File: src/rtl/vedic_mul_pkg.sv
// Shared types and constants for the sequential vedic multiplier.
// The FSM state type and the partial-product shift amounts live here so the
// controller and any future siblings agree on them.
package vedic_mul_pkg;

    localparam int unsigned VM_W_DEFAULT = 8;

    typedef enum logic [2:0] {
        IDLE = 3'd0,
        PP0  = 3'd1,
        PP1  = 3'd2,
        PP2  = 3'd3,
        PP3  = 3'd4,
        DONE = 3'd5
    } vm_state_e;

    // Half-operand width: size of each sub-multiplier input.
    function automatic int unsigned vm_half_w(input int unsigned w);
        return w / 2;
    endfunction

    // Shift applied to the cross terms aH*bL and aL*bH.
    function automatic int unsigned vm_sh_mid(input int unsigned w);
        return w / 2;
    endfunction

    // Shift applied to the high term aH*bH.
    function automatic int unsigned vm_sh_hi(input int unsigned w);
        return w;
    endfunction

endpackage

File: src/rtl/vedic_mul_half.sv
// Combinational HW x HW unsigned multiplier, Urdhva-Tiryagbhyam style:
// every result column k collects the vertical/crosswise bit products
// x[i]&y[j] with i+j == k, and the column sums are added with their weight.
module vedic_mul_half #(
    parameter int unsigned HW = 4
) (
    input  logic [HW-1:0]   x_i,
    input  logic [HW-1:0]   y_i,
    output logic [2*HW-1:0] p_o
);

    localparam int unsigned PW = 2 * HW;

    logic [PW-1:0] col_sum;
    logic [PW-1:0] total;

    // Column-wise crosswise accumulation of the bit products.
    always_comb begin
        col_sum = '0;
        total   = '0;
        for (int k = 0; k < 2 * HW - 1; k++) begin
            col_sum = '0;
            for (int i = 0; i < HW; i++) begin
                for (int j = 0; j < HW; j++) begin
                    if (i + j == k) begin
                        col_sum = col_sum + PW'(x_i[i] & y_i[j]);
                    end
                end
            end
            total = total + (col_sum << k);
        end
        p_o = total;
    end

endmodule

File: src/rtl/vedic_mul_seq_ctrl.sv
// Sequential W x W unsigned multiplier that time-shares one (W/2)x(W/2)
// vedic sub-multiplier over four partial products (aL*bL, aH*bL, aL*bH,
// aH*bH), accumulating into a 2W-bit register. A result appears every
// 5 cycles; start is honoured in IDLE and in the DONE cycle only.
// Optional macro VEDIC_MUL_ZERO_SKIP_EN: a zero operand finishes in one
// cycle with product 0 and busy never raised.
module vedic_mul_seq_ctrl
    import vedic_mul_pkg::*;
#(
    parameter int unsigned W = VM_W_DEFAULT   // even, >= 4
) (
    input  logic           clk,
    input  logic           rst_n,
    input  logic           start,
    input  logic [W-1:0]   a,
    input  logic [W-1:0]   b,
    output logic           busy,
    output logic           done,
    output logic [2*W-1:0] product
);

    localparam int unsigned HW     = vm_half_w(W);
    localparam int unsigned PW     = 2 * W;
    localparam int unsigned SH_MID = vm_sh_mid(W);
    localparam int unsigned SH_HI  = vm_sh_hi(W);

    vm_state_e      state_q, state_d;
    logic [W-1:0]   a_q, a_d;
    logic [W-1:0]   b_q, b_d;
    logic [PW-1:0]  acc_q, acc_d;
    logic [PW-1:0]  product_q, product_d;

    logic [HW-1:0]  mul_x, mul_y;
    logic [W-1:0]   pp;
    logic [PW-1:0]  pp_shifted;
    logic [PW-1:0]  acc_sum;

    vedic_mul_half #(.HW(HW)) u_half (
        .x_i (mul_x),
        .y_i (mul_y),
        .p_o (pp)
    );

    // Route operand halves to the shared sub-multiplier and weight its result.
    always_comb begin
        mul_x      = a_q[HW-1:0];
        mul_y      = b_q[HW-1:0];
        pp_shifted = '0;
        case (state_q)
            PP0: begin
                mul_x      = a_q[HW-1:0];
                mul_y      = b_q[HW-1:0];
                pp_shifted = PW'(pp);
            end
            PP1: begin
                mul_x      = a_q[W-1:HW];
                mul_y      = b_q[HW-1:0];
                pp_shifted = PW'(pp) << SH_MID;
            end
            PP2: begin
                mul_x      = a_q[HW-1:0];
                mul_y      = b_q[W-1:HW];
                pp_shifted = PW'(pp) << SH_MID;
            end
            PP3: begin
                mul_x      = a_q[W-1:HW];
                mul_y      = b_q[W-1:HW];
                pp_shifted = PW'(pp) << SH_HI;
            end
            default: begin
                pp_shifted = '0;
            end
        endcase
        acc_sum = acc_q + pp_shifted;
    end

    // Next-state, datapath updates and status outputs.
    always_comb begin
        state_d   = state_q;
        a_d       = a_q;
        b_d       = b_q;
        acc_d     = acc_q;
        product_d = product_q;
        busy      = 1'b0;
        done      = 1'b0;
        case (state_q)
            IDLE, DONE: begin
                done = (state_q == DONE);
                if (start) begin
                    a_d   = a;
                    b_d   = b;
                    acc_d = '0;
`ifdef VEDIC_MUL_ZERO_SKIP_EN
                    if ((a == '0) || (b == '0)) begin
                        state_d   = DONE;
                        product_d = '0;
                    end else begin
                        state_d = PP0;
                    end
`else
                    state_d = PP0;
`endif
                end else begin
                    state_d = IDLE;
                end
            end
            PP0: begin
                busy    = 1'b1;
                acc_d   = acc_sum;
                state_d = PP1;
            end
            PP1: begin
                busy    = 1'b1;
                acc_d   = acc_sum;
                state_d = PP2;
            end
            PP2: begin
                busy    = 1'b1;
                acc_d   = acc_sum;
                state_d = PP3;
            end
            PP3: begin
                busy      = 1'b1;
                acc_d     = acc_sum;
                product_d = acc_sum;
                state_d   = DONE;
            end
            default: begin
                state_d = IDLE;
            end
        endcase
    end

    // State and datapath registers; reset clears everything at once.
    always_ff @(posedge clk or negedge rst_n) begin
        if (!rst_n) begin
            state_q   <= IDLE;
            a_q       <= '0;
            b_q       <= '0;
            acc_q     <= '0;
            product_q <= '0;
        end else begin
            state_q   <= state_d;
            a_q       <= a_d;
            b_q       <= b_d;
            acc_q     <= acc_d;
            product_q <= product_d;
        end
    end

    assign product = product_q;

endmodule

File: config.mk
export PLATFORM = sky130hd
export DESIGN_NAME = vedic_mul_seq_ctrl
export DESIGN_NICKNAME = d
export VERILOG_FILES = /design/src/rtl/vedic_mul_pkg.sv /design/src/rtl/vedic_mul_half.sv /design/src/rtl/vedic_mul_seq_ctrl.sv
export SDC_FILE = /design/constraint.sdc
export NUM_CORES = 1
export LEC_CHECK = 0
export BUFFER_PORTS_ARGS = -buffer_cell sky130_fd_sc_hd__buf_4
export CORE_ASPECT_RATIO = 0.8
export CORE_UTILIZATION = 30
export DETAILED_ROUTE_END_ITERATION = 16
export SETUP_SLACK_MARGIN = 0.4
export SKIP_CTS_REPAIR_TIMING = 1
export SYNTH_ARGS = -nofsm -noshare
export SYNTH_HDL_FRONTEND = slang
export SYNTH_SLANG_ARGS = --single-unit
export TNS_END_PERCENT = 1
File: constraint.sdc
create_clock -name clk -period 7.2 [get_ports clk]
set_input_delay 0.72 -clock clk [delete_from_list [all_inputs] [get_ports clk]]
set_output_delay 0.72 -clock clk [all_outputs]
set_load 0.02 [all_outputs]
[After elaboration in Yosys (flattened, before gate mapping)]
Cells that the tools add are included.
Storage, ports and cells
  input port bits: 19
  flip-flop bits (word level): 51
  logic and storage cells: 61
  output and inout port bits: 18
Cells by class
  multiplexer cells: 9
  add/subtract/negate cells: 16
  reductions and logical operators: 9
  eq/ne operators: 6
  bitwise gates (word level): 16
Operators by type and width (number)
  16-bit case mux with 3 select lines: 1
  8-bit adder: 5
  16-bit case mux with 2 select lines: 1
  16-bit adder: 1
  1-bit AND: 16
  16-bit 2-to-1 mux: 1
  5-bit adder: 3
  3-bit case mux with 5 select lines: 1
  6-bit adder: 2
  4-bit adder: 2
  8-bit by 7-bit adder with 8-bit output: 1
  4-bit 2-to-1 mux: 2
  2-bit OR reduction: 4
  7-bit adder: 1
  3-bit by 2-bit equality test with 1-bit output (second input constant): 2
  3-bit equality test (second input constant): 2
  2-bit AND reduction: 2
  4-bit OR reduction: 1
  3-bit by 1-bit equality test with 1-bit output (second input constant): 1
  3-bit zero test: 1
  1-bit 2-to-1 mux: 3
  1-bit by 1-bit adder with 2-bit output: 1
  2-bit inequality test (second input constant): 1
  2-bit nonzero test: 1

[Depth between registers and ports, before layout]
Gate-level depths: netlist of run 1.
  depth in word-level cells: 14
  gate-level depth with buffers: 29
  depth with buffers taken out: 26

[Cells and area by module]
From an unflattened synthesis of run 1, not the netlist that was laid out.
Unflattened totals
  cell total of the unflattened synthesis: 332
  area total of the unflattened synthesis: 3462.1 um^2
Modules (own cells, without submodules)
  vedic_mul_seq_ctrl: times used 1, sequential area each 1276.2 um^2, area each 3056.7 um^2, cells each 290
  vedic_mul_half: times used 1, sequential area each 0.0 um^2, area each 405.4 um^2, cells each 42

[Worst setup path after synthesis of run 1]
No wires, ideal clock.
  kind: flip-flop to flip-flop
  start: reg state_q[1]
  end: reg acc_q[14]
  arrival: 5.946 ns
  library setup time: 0.138 ns
  slack: 1.117 ns
  data required time: 7.062 ns
  period minus slack after synthesis: 6.083 ns
  path buffers: 3
  cell stages (with the launch flop): 30
  path through: dfrtp_1 > buf_4 > nor2b_1 > buf_2 > inv_2 > a21oi_4 > mux2i_1 > or2_1 > fa_1 > inv_1 > ha_1 > ha_1 > ha_1 > inv_1 > fa_1 > inv_1 > ha_1 > ha_1 > fa_1 > xor2_1 > xnor2_1 > o21ai_0 > ha_1 > buf_6 > a21oi_2 > o21ai_0 > a221o_1 > a211oi_1 > xor2_1 > o21ai_0
Between the ends
  word-level cells in the longest chain between the ends: 14
  elaborated cells on any way between the ends: 50
  those cells by class: add/sub: 16; eq/ne: 6; mux: 4; bitwise: 16; reduce/logical: 8
RTL lines
  start, declared: RTL line vedic_mul_seq_ctrl.sv:27  | vm_state_e state_q, state_d;
  start signal, assigned: RTL line vedic_mul_seq_ctrl.sv:143  | state_q <= state_d;
  3-bit equality test / 3-bit by 2-bit equality test with 1-bit output (equally long branches): RTL line vedic_mul_seq_ctrl.sv:49, vedic_mul_seq_ctrl.sv:86
  2-bit OR reduction (no line)
  4-bit 2-to-1 mux: RTL line vedic_mul_seq_ctrl.sv:49  | case (state_q)
  1-bit AND: RTL line vedic_mul_half.sv:26  | col_sum = col_sum + PW'(x_i[i] & y_i[j]);
  7-bit adder (tied with other cells): RTL line vedic_mul_half.sv:26
  8-bit adder (tied with other cells): RTL line vedic_mul_half.sv:30  | total = total + (col_sum << k);
  8-bit adder / 5-bit adder (equally long branches): RTL line vedic_mul_half.sv:30, vedic_mul_half.sv:26
  8-bit adder (3 in series): RTL line vedic_mul_half.sv:30
  8-bit by 7-bit adder with 8-bit output: RTL line vedic_mul_half.sv:30
  16-bit case mux with 3 select lines: RTL line vedic_mul_seq_ctrl.sv:49
  16-bit adder: RTL line vedic_mul_seq_ctrl.sv:74  | acc_sum = acc_q + pp_shifted;
  16-bit case mux with 2 select lines: RTL line vedic_mul_seq_ctrl.sv:86  | case (state_q)
  end signal, assigned: RTL line vedic_mul_seq_ctrl.sv:140  | acc_q <= '0;
  end signal, assigned: RTL line vedic_mul_seq_ctrl.sv:146  | acc_q <= acc_d;
  end, declared: RTL line vedic_mul_seq_ctrl.sv:30  | logic [PW-1:0] acc_q, acc_d;
Several ways; a longest one is shown, not always the timed one.
A chain may end at the register's enable or synchronous reset.

[Worst setup path after layout of run 1]
Ends and elaborated chain as after synthesis.

==> results of run 1 <==
[per-stage QoR]
step / std cells / util, %
floorplan: 326 / -
global placement: 494 / 34.4
detailed placement: 494 / 34.4
CTS: 501 / 35.9
global route: 504 / 36.5
finish: 504 / 36.5
[cell families after synthesis]
family	after synthesis	synth area share, %
XOR/XNOR	19	5.17
AO/OA/AOI/OAI	68	13.8
AND/OR/NAND/NOR	91	13.5
multiplexers	33	10.7
adder cells (fa/ha/maj)	36	14.9
flip-flops	51	37.9
buffers and inverters	28	3.98
[registers in the layout, summed over array words and instances, names as in the netlist]
register / count
product: 16
b_q: 8
state_q: 3
acc_q: 16
a_q: 8
[cells in the mapped netlist, types with 2 or more instances]
cell type / n / area, um^2
dfrtp_1: 51 / 1280
nand2_1: 32 / 120
ha_1: 29 / 363
mux2_2: 24 / 270
nor2_1: 22 / 82.6
o21ai_0: 20 / 100
a21oi_1: 15 / 75.1
a22o_1: 15 / 131
inv_1: 12 / 45.0
xor2_1: 10 / 87.6
mux2i_1: 9 / 90.1
buf_2: 8 / 40.0
xnor2_1: 8 / 70.1
fa_1: 7 / 140
and3_1: 5 / 31.3
nand3_1: 4 / 20.0
nand4_1: 4 / 25.0
nor2b_1: 4 / 25.0
and2_1: 3 / 18.8
buf_4: 3 / 22.5
nor3_1: 3 / 15.0
o21bai_1: 3 / 22.5
or2_1: 3 / 18.8
a211oi_1: 2 / 15.0
a21o_1: 2 / 15.0
clkbuf_1: 2 / 7.51
inv_2: 2 / 7.51
nand2b_1: 2 / 12.5
nor2_4: 2 / 22.5
[per-layer routing]
layer	vias up	global-route usage, %	share of wire, %
met5	-	0	0
met4	0	2.56	0.70
met3	4	3.18	4.7
met2	64	19.8	44
met1	1220	19.9	51
li1	1212	-	-
[layout make-up]
cell class,instances,area [um^2]
inverters,14,52.6
multi-input cells,247,1990
fillers,1131,6910
repair buffers,41,308
well taps,144,180
flip-flops and latches,51,1280
clock buffers,5,125
clock inverters,2,37.5
[placed cells by master (no fill, tap or decap), types with 4 or more instances in the layout]
master     count
clkbuf_16      5
xor2_1         9
nor2b_1        4
buf_4         41
nand2_1       32
mux2i_1        6
and3_1         5
nor2_1        21
nand3_1        4
inv_1         12
o21ai_0       18
xnor2_1        7
mux2_2        24
nand4_1        4
a21oi_1       14
ha_1          27
a22o_1        15
dfrtp_1       48
fa_1           7
[worst paths after layout]
path / start / slack [ns] / endpoint
setup / recovery: state_q[1] / 0.70 / acc_q[14]
max in group asynchronous: rst_n / 6.27 / state_q[0]
min in group clk: product[0] / 0.48 / product[0]
hold reg to reg: product[0] / 0.48 / product[0]
hold / removal: rst_n / 0.46 / product[11]
setup reg to reg: state_q[1] / 0.70 / acc_q[14]
[worst max-delay path, delay by kind of cell (launching register included)]
family / cells / cell delay, ns
multiplexers: 1 / 0.15
adder cells (fa/ha/maj): 9 / 2.97
flip-flops: 1 / 0.47
XOR/XNOR: 3 / 0.53
buffers and inverters: 5 / 0.36
AO/OA/AOI/OAI: 7 / 1.45
AND/OR/NAND/NOR: 2 / 0.41
==> flow_metrics.env, run 1 <==
export IMPL_endpoint_kind="flop"
export IMPL_cp_start_kind="flop"
export IMPL_start_util_pct=30.9
export IMPL_wirelength_um=7580
export IMPL_cap_violations=0
export IMPL_layout_setup_ws_ns=0.696
export IMPL_htreeDepth=2
export IMPL_async_flop_share_pct=100
export IMPL_ys_seq_elements=51
export IMPL_synthCells=326
export IMPL_netlist_cell_type_count=49
export IMPL_cts_tree="done"
export IMPL_maxSlewHeadroom_pct=34.5
export IMPL_fmax_mhz=154
export IMPL_finalMaxSlewViolations=0
export IMPL_synth_area_um2=3370
export IMPL_num_rows=34
export IMPL_worst_path_max_fanout=8
export IMPL_grt_pass1_wl_um=12500
export IMPL_worst_slew_pin_slew_ns=0.981
export IMPL_vias=2500
export IMPL_drcViolationCount=0
export IMPL_clockBufferDepth=2
export IMPL_holdWs_ns=0.463
export IMPL_yosysSeqAreaShare_pct=37.9
export IMPL_grt_usage_pct=13.4
export IMPL_fin_crit_ns=6.50
export IMPL_core_area_um2=10900
export IMPL_reg2reg_depth=27
export IMPL_placed_cell_area_um2=3750
export IMPL_synth_edf_count=0
export IMPL_antenna_found_initial=0
export IMPL_hp_class="in -> async"
export IMPL_cp_slowest_stage_delay_ns=0.53
export IMPL_port_buffer_count=36
export IMPL_setup_tns_ns=0
export IMPL_grt_max_degree=52
export IMPL_run_status="completed"
export IMPL_io_pins=37
export IMPL_drtIter0Drc=138
export IMPL_finalClockSkew_ns=0.00621
export IMPL_final_area_um2=3980
export IMPL_wl_per_cell_um=15.0
export IMPL_grt_remaining_overflow=0
export IMPL_critPathSlowestCell="fa_1"
export IMPL_avgSynthCellArea_um2=10.3
export IMPL_yosysWarnings=0
export IMPL_setup_viol_count_final=0
export IMPL_synth_nets=381
export IMPL_drtPass1Iterations=4
export IMPL_dpl_hpwl_um=5630
export IMPL_ant_nets=0
export IMPL_arrival_ns=6.66
export IMPL_antenna_cells=0
export IMPL_crit_top_cell="ha_1"
export IMPL_clock_latency_ns=0.29
export IMPL_place_ws_ns=0.473
export IMPL_worstPathRequired_ns=7.35
export IMPL_drive_gt1_share_pct=26.7
export IMPL_gp_congestion=0.882
export IMPL_via_per_inst=4.96
export IMPL_finalCritPeriodShare_pct=90.3
export IMPL_critPathKind="reg -> reg"
export IMPL_area_growth_pct=18.1
export IMPL_grt_pass1_vias=2499
export IMPL_cts_root_buf="clkbuf_16"
export IMPL_hold_viol=0
export IMPL_die_h_um=96.7
export IMPL_cts_buffers=5
export IMPL_ys_flop_type="dfrtp_1"
export IMPL_cts_num_sinks=51
export IMPL_layout_nets=415
export IMPL_die_x_um=120
export IMPL_rsz0062_at_grt="true"
export IMPL_dieArea_um2=11600
export IMPL_clk_pin_slew_ns=0.07
Power of run 1 is not shown: default switching activity piles up to over one toggle a cycle in this logic, so the estimate is an artifact.
==> inputs of run 2 (changes only) <==
CTS_BUF_LIST = sky130_fd_sc_hd__clkbuf_8 sky130_fd_sc_hd__clkbuf_16   (was default)
GPL_TIMING_DRIVEN = 0   (was default)
SKIP_LAST_GASP = 1   (was default)
==> flow_metrics.env, run 2 (synthesis results as in run 1) <==
export IMPL_run_status="completed"
export IMPL_maxSlewHeadroom_pct=46.2
export IMPL_grt_max_degree=52
export IMPL_multiInputGateArea_um2=2040
export IMPL_clockBufferDepth=2
export IMPL_cts_tree="done"
export IMPL_critPathSlowestCell="fa_1"
export IMPL_endpoint_kind="flop"
export IMPL_port_buffer_count=36
export IMPL_htreeDepth=2
export IMPL_reg2reg_depth=31
export IMPL_crit_top_cell="ha_1"
export IMPL_path_depth=31
export IMPL_wirelength_um=7460
export IMPL_vias=2556
export IMPL_finalCritPeriodShare_pct=91.9
export IMPL_layout_nets=428
export IMPL_cp_slowest_stage_delay_ns=0.54
export IMPL_setup_viol_count_final=0
export IMPL_clock_latency_ns=0.29
export IMPL_grt_pass1_wl_um=12400
export IMPL_drtIter0Drc=150
export IMPL_cts_num_sinks=51
export IMPL_dieArea_um2=11600
export IMPL_path_buf_inv=9
export IMPL_drive_gt1_share_pct=28.3
export IMPL_cts_root_buf="clkbuf_16"
export IMPL_antenna_cells=0
export IMPL_finalMaxSlewViolations=0
export IMPL_grt_usage_pct=13.5
export IMPL_startpoint="state_q[1]"
export IMPL_die_x_um=120
export IMPL_r2r_end="acc_q[14]"
export IMPL_finalClockSkew_ns=0.00783
export IMPL_drcViolationCount=0
export IMPL_setup_tns_ns=0
export IMPL_start_util_pct=30.9
export IMPL_worst_path_max_fanout=9
export IMPL_final_common_cell="dfrtp_1"
export IMPL_cts_buffers=5
export IMPL_io_pins=37
export IMPL_core_area_um2=10900
export IMPL_gp_congestion=0.849
export IMPL_grt_pass1_vias=2537
export IMPL_final_area_um2=4080
export IMPL_n_fill_cell=1133
export IMPL_dpl_hpwl_um=5680
export IMPL_clk_pin_slew_ns=0.07
export IMPL_rsz0062_at_grt="true"
export IMPL_arrival_ns=6.77
export IMPL_num_rows=34
export IMPL_r2r_setup_slack_ns=0.58
export IMPL_wl_per_cell_um=14.4
export IMPL_cap_violations=0
export IMPL_via_per_inst=4.93
export IMPL_worstPathRequired_ns=7.36
export IMPL_die_h_um=96.7
export IMPL_final_cell_mix="dfrtp_1 (51), buf_4 (42), nand2_1 (32)"
export IMPL_hp_class="in -> async"
export IMPL_drtPass1Iterations=4
export IMPL_hold_viol=0
export IMPL_fmax_mhz=151
export IMPL_ant_nets=0
export IMPL_area_growth_pct=21.2
export IMPL_placed_cell_area_um2=3820
export IMPL_seq_area_um2=1280
export IMPL_utilization_pct=37.5
export IMPL_r2r_start="state_q[1]"
export IMPL_fin_crit_ns=6.62
export IMPL_worst_slew_pin_slew_ns=0.805
export IMPL_critPathKind="reg -> reg"
export IMPL_antenna_found_initial=0
export IMPL_grt_remaining_overflow=0
export IMPL_cp_start_kind="flop"
export IMPL_critPathTopFamily="adder cells"
export IMPL_crit_path_end="acc_q[14]"
[run 2: changes by cell type in the layout (fill, tap and decap cells not counted), sizes merged]
cell | before | now
bufinv | 1 | 0
clkinv | 0 | 1
buf | 41 | 51
clkinvlp | 1 | 0
inv | 14 | 16
clkbuf | 5 | 8
[run 2: worst register-to-register path, delay by kind of cell (launching register included)]
| kind | cells | cell delay (ns) |
|---|---|---|
| multiplexers | 1 | 0.20 |
| XOR/XNOR | 3 | 0.65 |
| buffers and inverters | 9 | 1.00 |
| AO/OA/AOI/OAI | 7 | 1.02 |
| AND/OR/NAND/NOR | 2 | 0.37 |
| flip-flops | 1 | 0.36 |
| adder cells (fa/ha/maj) | 9 | 2.86 |
[run 2: per-stage QoR]
step	hold WS, ns	cells	setup slack, ns
2_1_floorplan	0.424	326	1.12
3_3_place_gp	0.471	506	0.267
3_5_place_dp	0.477	506	0.201
4_1_cts	0.492	514	0.172
5_1_grt	0.509	518	0.359
6_report	0.459	518	0.582
[run 2: per-layer routing]
| layer | vias up | wire length (um) | global-route usage, % |
|---|---|---|---|
| met2 | 55 | 3290 | 20.8 |
| met3 | 13 | 341 | 2.65 |
| li1 | 1241 | - | - |
| met4 | 0 | 126 | 4.18 |
| met1 | 1247 | 3700 | 19.1 |
| met5 | - | 0 | 0 |
[run 2: final cells by class]
class | count | share of cell area, %
multi-input combinational | 247 | 49.9
clock inverter | 3 | 0.307
inverter | 14 | 1.29
buffer | 14 | 2.05
sequential | 51 | 31.3
tap | 144 | 4.42
timing repair buffer | 40 | 7.67
clock buffer | 5 | 3.07
[run 2: worst min path at each step]
stage,start,endpoint,slack (ns),depth (start not counted)
global placement,product[0],product[0],0.47,2
floorplan,rst_n,a_q[0],0.42,0
finish,rst_n,product[10],0.46,1
global route,product[0],product[0],0.51,2
CTS,rst_n,product[10],0.49,1
detailed placement,product[0],product[0],0.48,2
Power of run 2 is left out for the same reason.
